$ cat src/rtl/lut_layer_pkg.sv
// Shared types for the runtime-loadable LUT neuron layer.
package lut_layer_pkg;

  typedef enum logic [1:0] {
    IDLE  = 2'd0,
    LOAD  = 2'd1,
    RUN   = 2'd2,
    DRAIN = 2'd3
  } lut_state_e;

  // Index width with a floor of one bit so a single-neuron layer still has a port.
  function automatic int idx_w(input int n);
    return (n > 1) ? $clog2(n) : 1;
  endfunction

endpackage

$ cat src/rtl/lut_neuron_ram.sv
// One neuron truth table: sync write, async read, contents survive reset.
module lut_neuron_ram #(
  parameter int FAN_IN   = 6,
  parameter int OUT_BITS = 1
) (
  input  logic                clk,
  input  logic                we,
  input  logic [FAN_IN-1:0]   waddr,
  input  logic [OUT_BITS-1:0] wdata,
  input  logic [FAN_IN-1:0]   raddr,
  output logic [OUT_BITS-1:0] rdata
);

  (* ram_style = "distributed" *) logic [OUT_BITS-1:0] mem [2**FAN_IN];

  always_ff @(posedge clk)
    if (we) mem[waddr] <= wdata;

  assign rdata = mem[raddr];

endmodule

$ cat src/rtl/lut_layer_rt.sv
// LogicNets LUT layer with runtime-written tables and a 2-stage valid/ready pipeline.
module lut_layer_rt
  import lut_layer_pkg::*;
#(
  parameter  int N_NEURONS = 8,
  parameter  int FAN_IN    = 6,
  parameter  int OUT_BITS  = 1,
  localparam int NW        = idx_w(N_NEURONS)
) (
  input  logic                          clk,
  input  logic                          rst_n,
  input  logic                          cfg_we,
  input  logic [NW-1:0]                 cfg_neuron,
  input  logic [FAN_IN-1:0]             cfg_addr,
  input  logic [OUT_BITS-1:0]           cfg_data,
  input  logic                          cfg_commit,
  output logic                          cfg_err,
  input  logic                          in_valid,
  output logic                          in_ready,
  input  logic [N_NEURONS*FAN_IN-1:0]   in_data,
  output logic                          out_valid,
  input  logic                          out_ready,
  output logic [N_NEURONS*OUT_BITS-1:0] out_data,
  output logic [1:0]                    state_o
);

  localparam int STAGES = 2;

  lut_state_e                         state;
  logic [STAGES:1]                    vld_pipe;
  logic                               en, xfer, in_range, wr_ok;
  logic [N_NEURONS-1:0][FAN_IN-1:0]   s1_addr;
  logic [N_NEURONS-1:0][OUT_BITS-1:0] rd_data;
  logic [N_NEURONS-1:0]               wr_en;

  assign en        = !vld_pipe[STAGES] | out_ready;
  assign in_ready  = (state == RUN) & en;
  assign xfer      = in_valid & in_ready;
  assign out_valid = vld_pipe[STAGES];
  assign state_o   = state;

  // A power-of-two layer fills the index space, so every index is in range.
  if (N_NEURONS == (1 << NW)) begin : g_full
    assign in_range = 1'b1;
  end else begin : g_part
    assign in_range = (cfg_neuron < NW'(N_NEURONS));
  end

  assign wr_ok = cfg_we & in_range & ((state == IDLE) | (state == LOAD));

  always_ff @(posedge clk or negedge rst_n) begin
    if (!rst_n) begin
      state   <= IDLE;
      cfg_err <= 1'b0;
    end else begin
      cfg_err <= cfg_we & !wr_ok;
      case (state)
        IDLE:    if (cfg_commit) state <= RUN;
                 else if (wr_ok) state <= LOAD;
        LOAD:    if (cfg_commit) state <= RUN;
        RUN:     if (cfg_commit) state <= DRAIN;
        DRAIN:   if (!vld_pipe[1] && !vld_pipe[2]) state <= LOAD;
        default: state <= IDLE;
      endcase
    end
  end

  always_ff @(posedge clk or negedge rst_n) begin
    if (!rst_n) begin
      vld_pipe <= '0;
      out_data <= '0;
    end else if (en) begin
      vld_pipe <= {vld_pipe[STAGES-1:1], xfer};
      out_data <= rd_data;
    end
  end

  // Address register carries no reset: its contents only matter under vld_pipe[1].
  always_ff @(posedge clk)
    if (en) s1_addr <= in_data;

  for (genvar i = 0; i < N_NEURONS; i++) begin : g_lane
    assign wr_en[i] = wr_ok & (cfg_neuron == NW'(i));

    lut_neuron_ram #(
      .FAN_IN   (FAN_IN),
      .OUT_BITS (OUT_BITS)
    ) u_ram (
      .clk   (clk),
      .we    (wr_en[i]),
      .waddr (cfg_addr),
      .wdata (cfg_data),
      .raddr (s1_addr[i]),
      .rdata (rd_data[i])
    );
  end

endmodule
$ cat config.mk
export PLATFORM = sky130hd
export DESIGN_NAME = lut_layer_rt
export DESIGN_NICKNAME = d
export VERILOG_FILES = /design/src/rtl/lut_layer_pkg.sv /design/src/rtl/lut_neuron_ram.sv /design/src/rtl/lut_layer_rt.sv
export SDC_FILE = /design/constraint.sdc
export NUM_CORES = 1
export LEC_CHECK = 0
export ABC_AREA = 1
export BUFFER_PORTS_ARGS = -buffer_cell sky130_fd_sc_hd__buf_4
export CORE_MARGIN = 2
export CORE_UTILIZATION = 45
export CTS_BUF_LIST = sky130_fd_sc_hd__clkbuf_8
export CTS_CLUSTER_SIZE = 16
export DETAILED_ROUTE_END_ITERATION = 6
export PLACE_DENSITY = 0.62
export SETUP_SLACK_MARGIN = 0.1
export SLEW_MARGIN = 20
export SYNTH_ARGS = -nofsm -noshare
export SYNTH_HDL_FRONTEND = slang
export SYNTH_SLANG_ARGS = --single-unit
$ cat constraint.sdc
create_clock -name clk -period 3.4 [get_ports clk]
set_clock_uncertainty 0.1 [all_clocks]
set_input_delay 1.02 -clock clk [delete_from_list [all_inputs] [get_ports clk]]
set_output_delay 1.02 -clock clk [all_outputs]
set_load 0.05 [all_outputs]
After elaboration in Yosys (flattened, before gate mapping):

Memory sizes are Yosys's and may differ from the RTL's. A register that Yosys moved wholly into a read port is not among the register bits.
Index checks and enable logic that the tools add are counted.

* register bits: 53
* bits in latches: 0
* memory bits (writable): 512
* memory bits (read-only): 0
* input port bits: 64
* output and inout bits: 13
* word-level logic and storage cells: 84
* memories: 8

Memories
* g_lane[0].u_ram.mem: words 64, bits a word 1, rd ports 1, clocked after Yosys merged registers in 1, write ports 1, RTL line lut_neuron_ram.sv:14 `(* ram_style = "distributed" *) logic [OUT_BITS-1:0] mem [2**FAN_IN];`
* g_lane[1].u_ram.mem: words 64, bits a word 1, rd ports 1, clocked after Yosys merged registers in 1, write ports 1, RTL line lut_neuron_ram.sv:14
* g_lane[2].u_ram.mem: words 64, bits a word 1, rd ports 1, clocked after Yosys merged registers in 1, write ports 1, RTL line lut_neuron_ram.sv:14
* g_lane[3].u_ram.mem: words 64, bits a word 1, rd ports 1, clocked after Yosys merged registers in 1, write ports 1, RTL line lut_neuron_ram.sv:14
* g_lane[4].u_ram.mem: words 64, bits a word 1, rd ports 1, clocked after Yosys merged registers in 1, write ports 1, RTL line lut_neuron_ram.sv:14
* g_lane[5].u_ram.mem: words 64, bits a word 1, rd ports 1, clocked after Yosys merged registers in 1, write ports 1, RTL line lut_neuron_ram.sv:14
* 2 more memories

* add/subtract/negate cells: 0
* $mul: 0
* div/mod/pow operators: 0
* order comparisons: 0
* equality and inequality tests: 14
* shift operators: 0
* mux-type cells: 22
* bitwise operators: 14
* reduce and logical (&&, ||, !) cells: 15

Operators with widths (number)
* 2-to-1 mux 1 bit: 16
* AND 1 bit: 12
* == test 3 bit, second input constant: 4
* logical NOT 1 bit: 11
* 2-to-1 mux 2 bit: 5
* one-hot mux 2 bit (4 select lines): 1
* == test 3 x 2 -> 1 bit, second input constant: 2
* != test 2 bit, second input constant: 3
* == test 2 bit, second input constant: 2
* AND reduction 4 bit: 1
* == test 3 x 1 -> 1 bit, second input constant: 1
* logical NOT 3 bit: 1
* != test 3 bit, second input constant: 1
* == test 2 x 1 -> 1 bit, second input constant: 1
* logical NOT 2 bit: 1
* bitwise OR 1 bit: 2
* logical AND 1 bit: 1

Depth between registers and ports, before layout:

Gate-level depths: netlist of run 1.

* word-level depth: 6
* gate-level depth with buffers: 13
* gate-level depth less buffers: 11

Cells and area by module:

From an unflattened synthesis of run 1, not the netlist that was laid out.

* cells, all modules: 2646
* area total of the unflattened synthesis: 26462.9 um^2

Modules (own cells, without submodules)
* lut_neuron_ram: times used 8, cells each 313, area an instance 3025.4 um^2, sequential area each 1921.8 um^2
* lut_layer_rt: times used 1, cells each 142, area an instance 2259.7 um^2, sequential area each 1766.7 um^2

Worst setup path before layout of run 1:

No wires, ideal clock.

* path type: input port to flip-flop
* start point: in out_ready
* end point: reg s1_addr[0] (netlist name), enable pin
* setup time: 0.431 ns
* data arrival time: 2.716 ns
* setup slack: 0.152 ns
* stages on the path: 3
* cells stage by stage: nor2_1 > inv_1 > clkbuf_1

* longest elaborated chain between the ends: 1

Ends and longest elaborated chain
* start, declared: RTL line lut_layer_rt.sv:22 `input logic out_ready,`
* bitwise OR 1 bit: RTL line lut_layer_rt.sv:36 `assign en = !vld_pipe[STAGES] | out_ready;`
* end signal, assigned: RTL line lut_layer_rt.sv:80 `if (en) s1_addr <= in_data;`
* end, declared: RTL line lut_layer_rt.sv:32 `logic [N_NEURONS-1:0][FAN_IN-1:0] s1_addr;`

No other way between the ends.
A chain may end at the register's enable or synchronous reset.

Worst setup path in the final report of run 1:

* start point: reg state[0], in the netlist state_o[0]
* end point: out in_ready

* longest elaborated chain between the ends: 2

Ends and longest elaborated chain
* start, declared: RTL line lut_layer_rt.sv:29 `lut_state_e state;`
* start signal, assigned: RTL line lut_layer_rt.sv:53 `state <= IDLE;`
* start signal, assigned: RTL line lut_layer_rt.sv:58 `IDLE: if (cfg_commit) state <= RUN;`
* start signal, assigned: RTL line lut_layer_rt.sv:59 `else if (wr_ok) state <= LOAD;`
* == test 2 bit: RTL line lut_layer_rt.sv:37 `assign in_ready = (state == RUN) & en;`
* AND 1 bit: RTL line lut_layer_rt.sv:37
* end, declared: RTL line lut_layer_rt.sv:19 `output logic in_ready,`

No other way between the ends.

==> results of run 1 <==
stage by stage:
| stage | total power [uW] | area [um^2] |
|---|---|---|
| 2_1_floorplan | 10100 | 25100 |
| 3_3_place_gp | 11100 | 26900 |
| 4_1_cts | 16600 | 28600 |
| 6_report | 16500 | 28600 |
| 5_1_grt | 17200 | 28600 |
| 3_5_place_dp | 11100 | 26900 |
routing by layer:
metal | global-route usage | vias up | part of all wire
met5 | 0 | - | 0.00010
met4 | 0.137 | 2 | 0.052
met3 | 0.0706 | 198 | 0.088
met2 | 0.448 | 917 | 0.47
met1 | 0.349 | 9335 | 0.39
li1 | - | 8656 | -
synthesized netlist by cell type:
cell type  count
a221oi_1       1
buf_2         48
clkbuf_1      89
dfrtp_1       13
edfxtp_1     560
ha_1           4
inv_1         58
nand2_1      686
nand3_1      457
nand3b_1       7
nor2_1       520
nor3_1         2
nor3_2        14
nor3b_1        1
o211ai_1       1
o21ai_0        5
o22ai_1        1
power by group:
group	leakage, uW	total [uW]	switching [uW]	internal, uW
clock network	0.000970	5510	2770	2740
registers	0.00526	8150	183	7970
logic	0.00391	2880	2060	811
total	0.0101	16500	5010	11500
flip-flops by register name, summed over array words and instances, names as in the netlist:
name and count:
cfg_err 1, state_o 2, s1_addr 48, vld_pipe 2
out_data 8, g_lane.u_ram.mem 512
kinds of logic (layout without fill, tap and decap cells):
family,after synthesis,in the layout,synth area share
AO/OA/AOI/OAI,8,8,0.00190
AND/OR/NAND/NOR,1687,1687,0.280
other,0,3,0
adder cells (fa/ha/maj),4,4,0.00200
flip-flops,573,573,0.684
buffers and inverters,195,417,0.0316
placed cells by master, fill, tap and decap left out, types with 2 or more instances in the layout:
master and instances:
diode_2 3, o21ai_0 5, clkinv_1 20, nand3_1 457, nor2_1 520, dfrtp_1 13
nor3_2 14, nand2_2 8, ha_1 4, clkbuf_8 98, nand2_1 678, inv_6 3
edfxtp_1 560, inv_1 89, buf_4 189, clkinvlp_4 4, clkinv_2 9, nor3_1 2
buf_12 3, nand3b_1 7
path summary, 6_finish.rpt:
path | startpoint | to | cells after the start
setup / recovery | state_o[0]$_DFFE_PN0P_ | in_ready | 5
hold / removal | rst_n | out_data[6]$_DFFE_PN0N_ | 1
setup reg to reg | state_o[0]$_DFFE_PN0P_ | g_lane[3].u_ram.mem[32]$_DFFE_PP_ | 7
hold reg to reg | vld_pipe[1]$_DFFE_PN0N_ | vld_pipe[2]$_DFFE_PN0N_ | 2
max in group asynchronous | rst_n | vld_pipe[1]$_DFFE_PN0N_ | 1
min in group clk | vld_pipe[1]$_DFFE_PN0N_ | vld_pipe[2]$_DFFE_PN0N_ | 2
layout make-up:
cell class	instances	area share
clock buffer	98	0.0471
timing repair buffer	193	0.0522
antenna	3	0.000262
inverter	58	0.00765
tap	748	0.0327
clock inverter	68	0.0112
sequential	573	0.599
multi-input combinational	1699	0.250
critical path, delay by kind of cell, from the launching register on:
family / cells / cell delay (ns)
adder cells (fa/ha/maj): 1 / 0.18
buffers and inverters: 3 / 0.39
flip-flops: 1 / 0.41
AND/OR/NAND/NOR: 1 / 0.13
==> out/results.ini, run 1 <==
[synthesis]
avgSynthCellArea_um2=10.2
synth_top_area_frac=0.671
synth_area_mm2=0.0251
ys_seq_area_frac=0.684
syn_nets=2535
synth_top_area_cell=edfxtp_1
synth_cell_types=17
synth_seq_cells=573
synthTopCellsByArea=edfxtp_1 67%, nand2_1 10%, nand3_1 9.1%
synthCells=2467
yosysWarnings=0

[clock_network]
htreeDepth=3
cts_setup_buffers=0
root_buffer=clkbuf_8
cts_buffer_depth=3
cts-hold-fix-buffers=0
cts_sinks=573
cts_tree=yes
cts_buffers=96
path_clk_slew_ns=0.06
post_cts_resized=0
clock_latency_ns=0.70

[critical_path]
critPathMaxFanout=4
critPathRequiredTime_ns=2.28
critPathLaunchType=register
critPathKind=register to output port
timing.critical_path.arrival_ns=1.80
crit_chain=inv_1 -> ha_1 -> inv_1 -> nor2_1 -> buf_4
cp_slowest_cell=dfrtp_1
crit_top_cell=inv_1
crit_path_max_incr_delay_ns=0.41
endpoint_kind=output port
ff2ff_setup_slack_ns=0.66

[floorplan]
ios=77
start_util=0.455
die_y_um=240
die_w_um=240
core_area_mm2=0.0551
fp-row-count=86
die_area_mm2=0.0576

[pwr]
p_per_area_mw_per_mm2=578
irDropWorstVdd_mv=0.395
power_leakage_uw=0.0101

[layout]
drive_gt1_frac=0.123
fin_util=0.519
regArea_mm2=0.0171
fillers=5064
multi_input_area_mm2=0.00714
fin_nets=2689
fin_cells=3440
area_delta_synth_final_pct=14.2

[timing]
setup_viol_count_final=0
hold_slack_ns=0.109
clock.fmax_mhz=342
fin_ws_ns=0.480
rsz0062_at_grt=no
hold_violations=0
fin_crit_ns=2.92
slew_headroom=0.263
period_share=0.859
maxSlewViolCount=0
final.setup.tns_ns=0
worst-slew-pin-transition_ns=1.10

[place]
io_buffers=76
dpl.cell_count=3271
pre_cts_ws_ns=0.349
gp_congestion=0.997
hpwl_mm=49.6

[grt]
grt_pass1_wl_mm=116
grt_max_degree=112
globalRouteTotalUtil=0.278
antenna_found_initial=3
grt_pass1_vias=18500
globalRouteOverflowTotal=0

[routing]
dr.pass1.iters=6
viasPerCell=5.55
antenna_left=0
drt_wl_total_mm=78.9
vias=19100
drt_iter0_drc=2444
wl_per_cell_um=22.9
remaining_drc_errors=0

[status]
outcome=finished clean

[job]
cap_violations=0

[worst_hold_path]
hold_class=input port to asynchronous set/reset pin

Note: power is estimated with default switching activity, not from simulation.
==> run 2, diff against run 1 <==
==> constraint.sdc (replaced) <==
create_clock -name clk -period 3.45 [get_ports clk]
set_clock_uncertainty 0.1 [all_clocks]
set_input_delay 1.035 -clock clk [delete_from_list [all_inputs] [get_ports clk]]
set_output_delay 1.035 -clock clk [all_outputs]
set_load 0.05 [all_outputs]
==> run 2 against run 1 <==
Net effect:
- worst hold slack improved by 0.018 ns
- cell area increased by 0.20%
- first-iteration DRC count fell by 3.4%
- combinational power is essentially flat
- sequential power decreased by 1%
- final cell count up 0.26%
- critical path depth unchanged
- register-to-register slack better by 0.24 ns
- clock-buffer cell count increased by 2
- critical endpoint unchanged
==> out/results.ini, run 2 (synthesis gave the netlist of run 1 again) <==
[floorplan]
die_area_mm2=0.0576  ; unchanged
die_w_um=240  ; unchanged
core_area_mm2=0.0551  ; unchanged
start_util=0.455  ; unchanged
fp-row-count=86  ; unchanged
die_y_um=240  ; unchanged
ios=77  ; unchanged

[layout]
regArea_mm2=0.0171  ; unchanged
multi_input_area_mm2=0.00714  ; unchanged
final_cell_mix=678 x nand2_1, 560 x edfxtp_1, 520 x nor2_1  ; unchanged
fillers=5019  ; was 5064
fin_nets=2692  ; was 2689
largest_reg_flops=512  ; unchanged
drive_gt1_frac=0.124  ; was 0.123
area_delta_synth_final_pct=14.4  ; was 14.2%
final_common_cell=nand2_1  ; unchanged
top_regs=g_lane.u_ram.mem (512), s1_addr (48), out_data (8)  ; unchanged
fin_util=0.520  ; was 0.519
top_register=g_lane.u_ram.mem  ; unchanged

[pwr]
p_per_area_mw_per_mm2=568  ; was 578 mW/mm^2
power_leakage_uw=0.0102  ; was 0.0101 uW
p_total_uw=16300  ; was 16500 uW
irDropWorstVdd_mv=0.369  ; was 0.395 mV

[clock_network]
path_clk_slew_ns=0.06  ; about the same
cts-hold-fix-buffers=0  ; unchanged
root_buffer=clkbuf_8  ; unchanged
htreeDepth=3  ; unchanged
cts_sinks=573  ; unchanged
cts_buffers=95  ; was 96
cts_setup_buffers=0  ; unchanged
post_cts_resized=0  ; unchanged
cts_buffer_depth=3  ; unchanged
cts_tree=yes  ; unchanged
clock_latency_ns=0.71  ; was 0.70 ns

[grt]
globalRouteTotalUtil=0.278  ; about the same
globalRouteOverflowTotal=0  ; unchanged
grt_pass1_vias=18300  ; was 18500
antenna_found_initial=1  ; was 3
grt_pass1_wl_mm=115  ; was 116 mm
grt_max_degree=106  ; was 112

[timing]
worst-slew-pin-transition_ns=1.10  ; about the same
maxSlewViolCount=0  ; unchanged
fin_crit_ns=2.95
period_share=0.855
hold_violations=0  ; unchanged
fin_ws_ns=0.499  ; was 0.480 ns
slew_headroom=0.265  ; was 0.263
rsz0062_at_grt=no  ; unchanged
final.setup.tns_ns=0  ; unchanged
clock.fmax_mhz=339
setup_viol_count_final=0  ; unchanged

[job]
cap_violations=0  ; unchanged

[critical_path]
critPathKind=register to output port  ; unchanged
timing.critical_path.arrival_ns=1.82  ; was 1.80 ns
critPathRequiredTime_ns=2.31  ; was 2.28 ns
critPathLaunchType=register  ; unchanged
endpoint_kind=output port  ; unchanged
critPathMaxFanout=4  ; unchanged

[routing]
drt_iter0_drc=2360  ; was 2444
vias=19100  ; about the same
antenna_left=0  ; unchanged
viasPerCell=5.52  ; was 5.55
dr.pass1.iters=6  ; unchanged
drt_wl_total_mm=79.0  ; was 78.9 mm
remaining_drc_errors=0  ; unchanged
wl_per_cell_um=22.9  ; about the same

[place]
hpwl_mm=49.6  ; about the same
io_buffers=76  ; unchanged
gp_congestion=0.946  ; was 0.997
pre_cts_ws_ns=0.407  ; was 0.349 ns

[status]
outcome=finished clean  ; unchanged

[worst_hold_path]
hold_class=input port to asynchronous set/reset pin  ; unchanged

## run 2: changes by cell type in the layout (fill, tap and decap cells not counted), sizes merged
| cell | previous run | this run |
|---|---|---|
| inv | 92 | 91 |
| diode | 3 | 1 |
| bufinv | 1 | 0 |
| buf | 193 | 197 |
| clkinvlp | 4 | 3 |
| clkinv | 29 | 37 |
| clkbuf | 98 | 100 |
## run 2: area by class of cell
class,instances,area share
antenna,1,0.0000873
clock buffer,100,0.0480
clock inverter,73,0.0105
inverter,58,0.00764
multi-input combinational,1699,0.249
sequential,573,0.598
tap,748,0.0326
timing repair buffer,197,0.0540
## run 2: critical path, stage by stage (launching register included)
cell and delay, ns:
dfrtp_1 0.42, inv_1 0.12, ha_1 0.18, inv_1 0.06, nor2_1 0.14, buf_4 0.22
## run 2: stage by stage
step | cell area (um^2) | instances | hold WS, ns
final | 28700 | 3449 | 0.127
after global routing | 28700 | 3449 | 0.126
after CTS | 28700 | 3448 | 0.117
after detailed placement | 27000 | 3275 | 0.347
after global placement | 27000 | 3275 | 0.349
after floorplan | 25100 | 2467 | 0.332
## run 2: final timing paths
check | start | end | slack, ns | cells after the start
setup / recovery | state_o[0]$_DFFE_PN0P_ | in_ready | 0.50 | 5
hold / removal | rst_n | out_data[0]$_DFFE_PN0N_ | 0.13 | 1
setup reg to reg | state_o[0]$_DFFE_PN0P_ | g_lane[3].u_ram.mem[56]$_DFFE_PP_ | 0.90 | 7
hold reg to reg | vld_pipe[1]$_DFFE_PN0N_ | vld_pipe[2]$_DFFE_PN0N_ | 0.36 | 2
max in group asynchronous | rst_n | out_data[1]$_DFFE_PN0N_ | 2.85 | 1
min in group clk | vld_pipe[1]$_DFFE_PN0N_ | vld_pipe[2]$_DFFE_PN0N_ | 0.36 | 2
## run 2: layer usage
layer  share of wire  wire [um]  vias to the layer above  track usage
li1                -          -                     8681            -
met1            0.39      30600                     9249        0.357
met2            0.47      37300                      926        0.451
met4           0.049       3910                        0        0.126
met5               0          0                        -            0
met3           0.091       7210                      195       0.0625
## run 2: where the power goes
group / internal, uW / switching (uW) / leakage [uW] / total [uW]
clock: 2670 / 2720 / 0.000987 / 5390
combinational: 806 / 2050 / 0.00394 / 2850
sequential: 7850 / 175 / 0.00526 / 8030
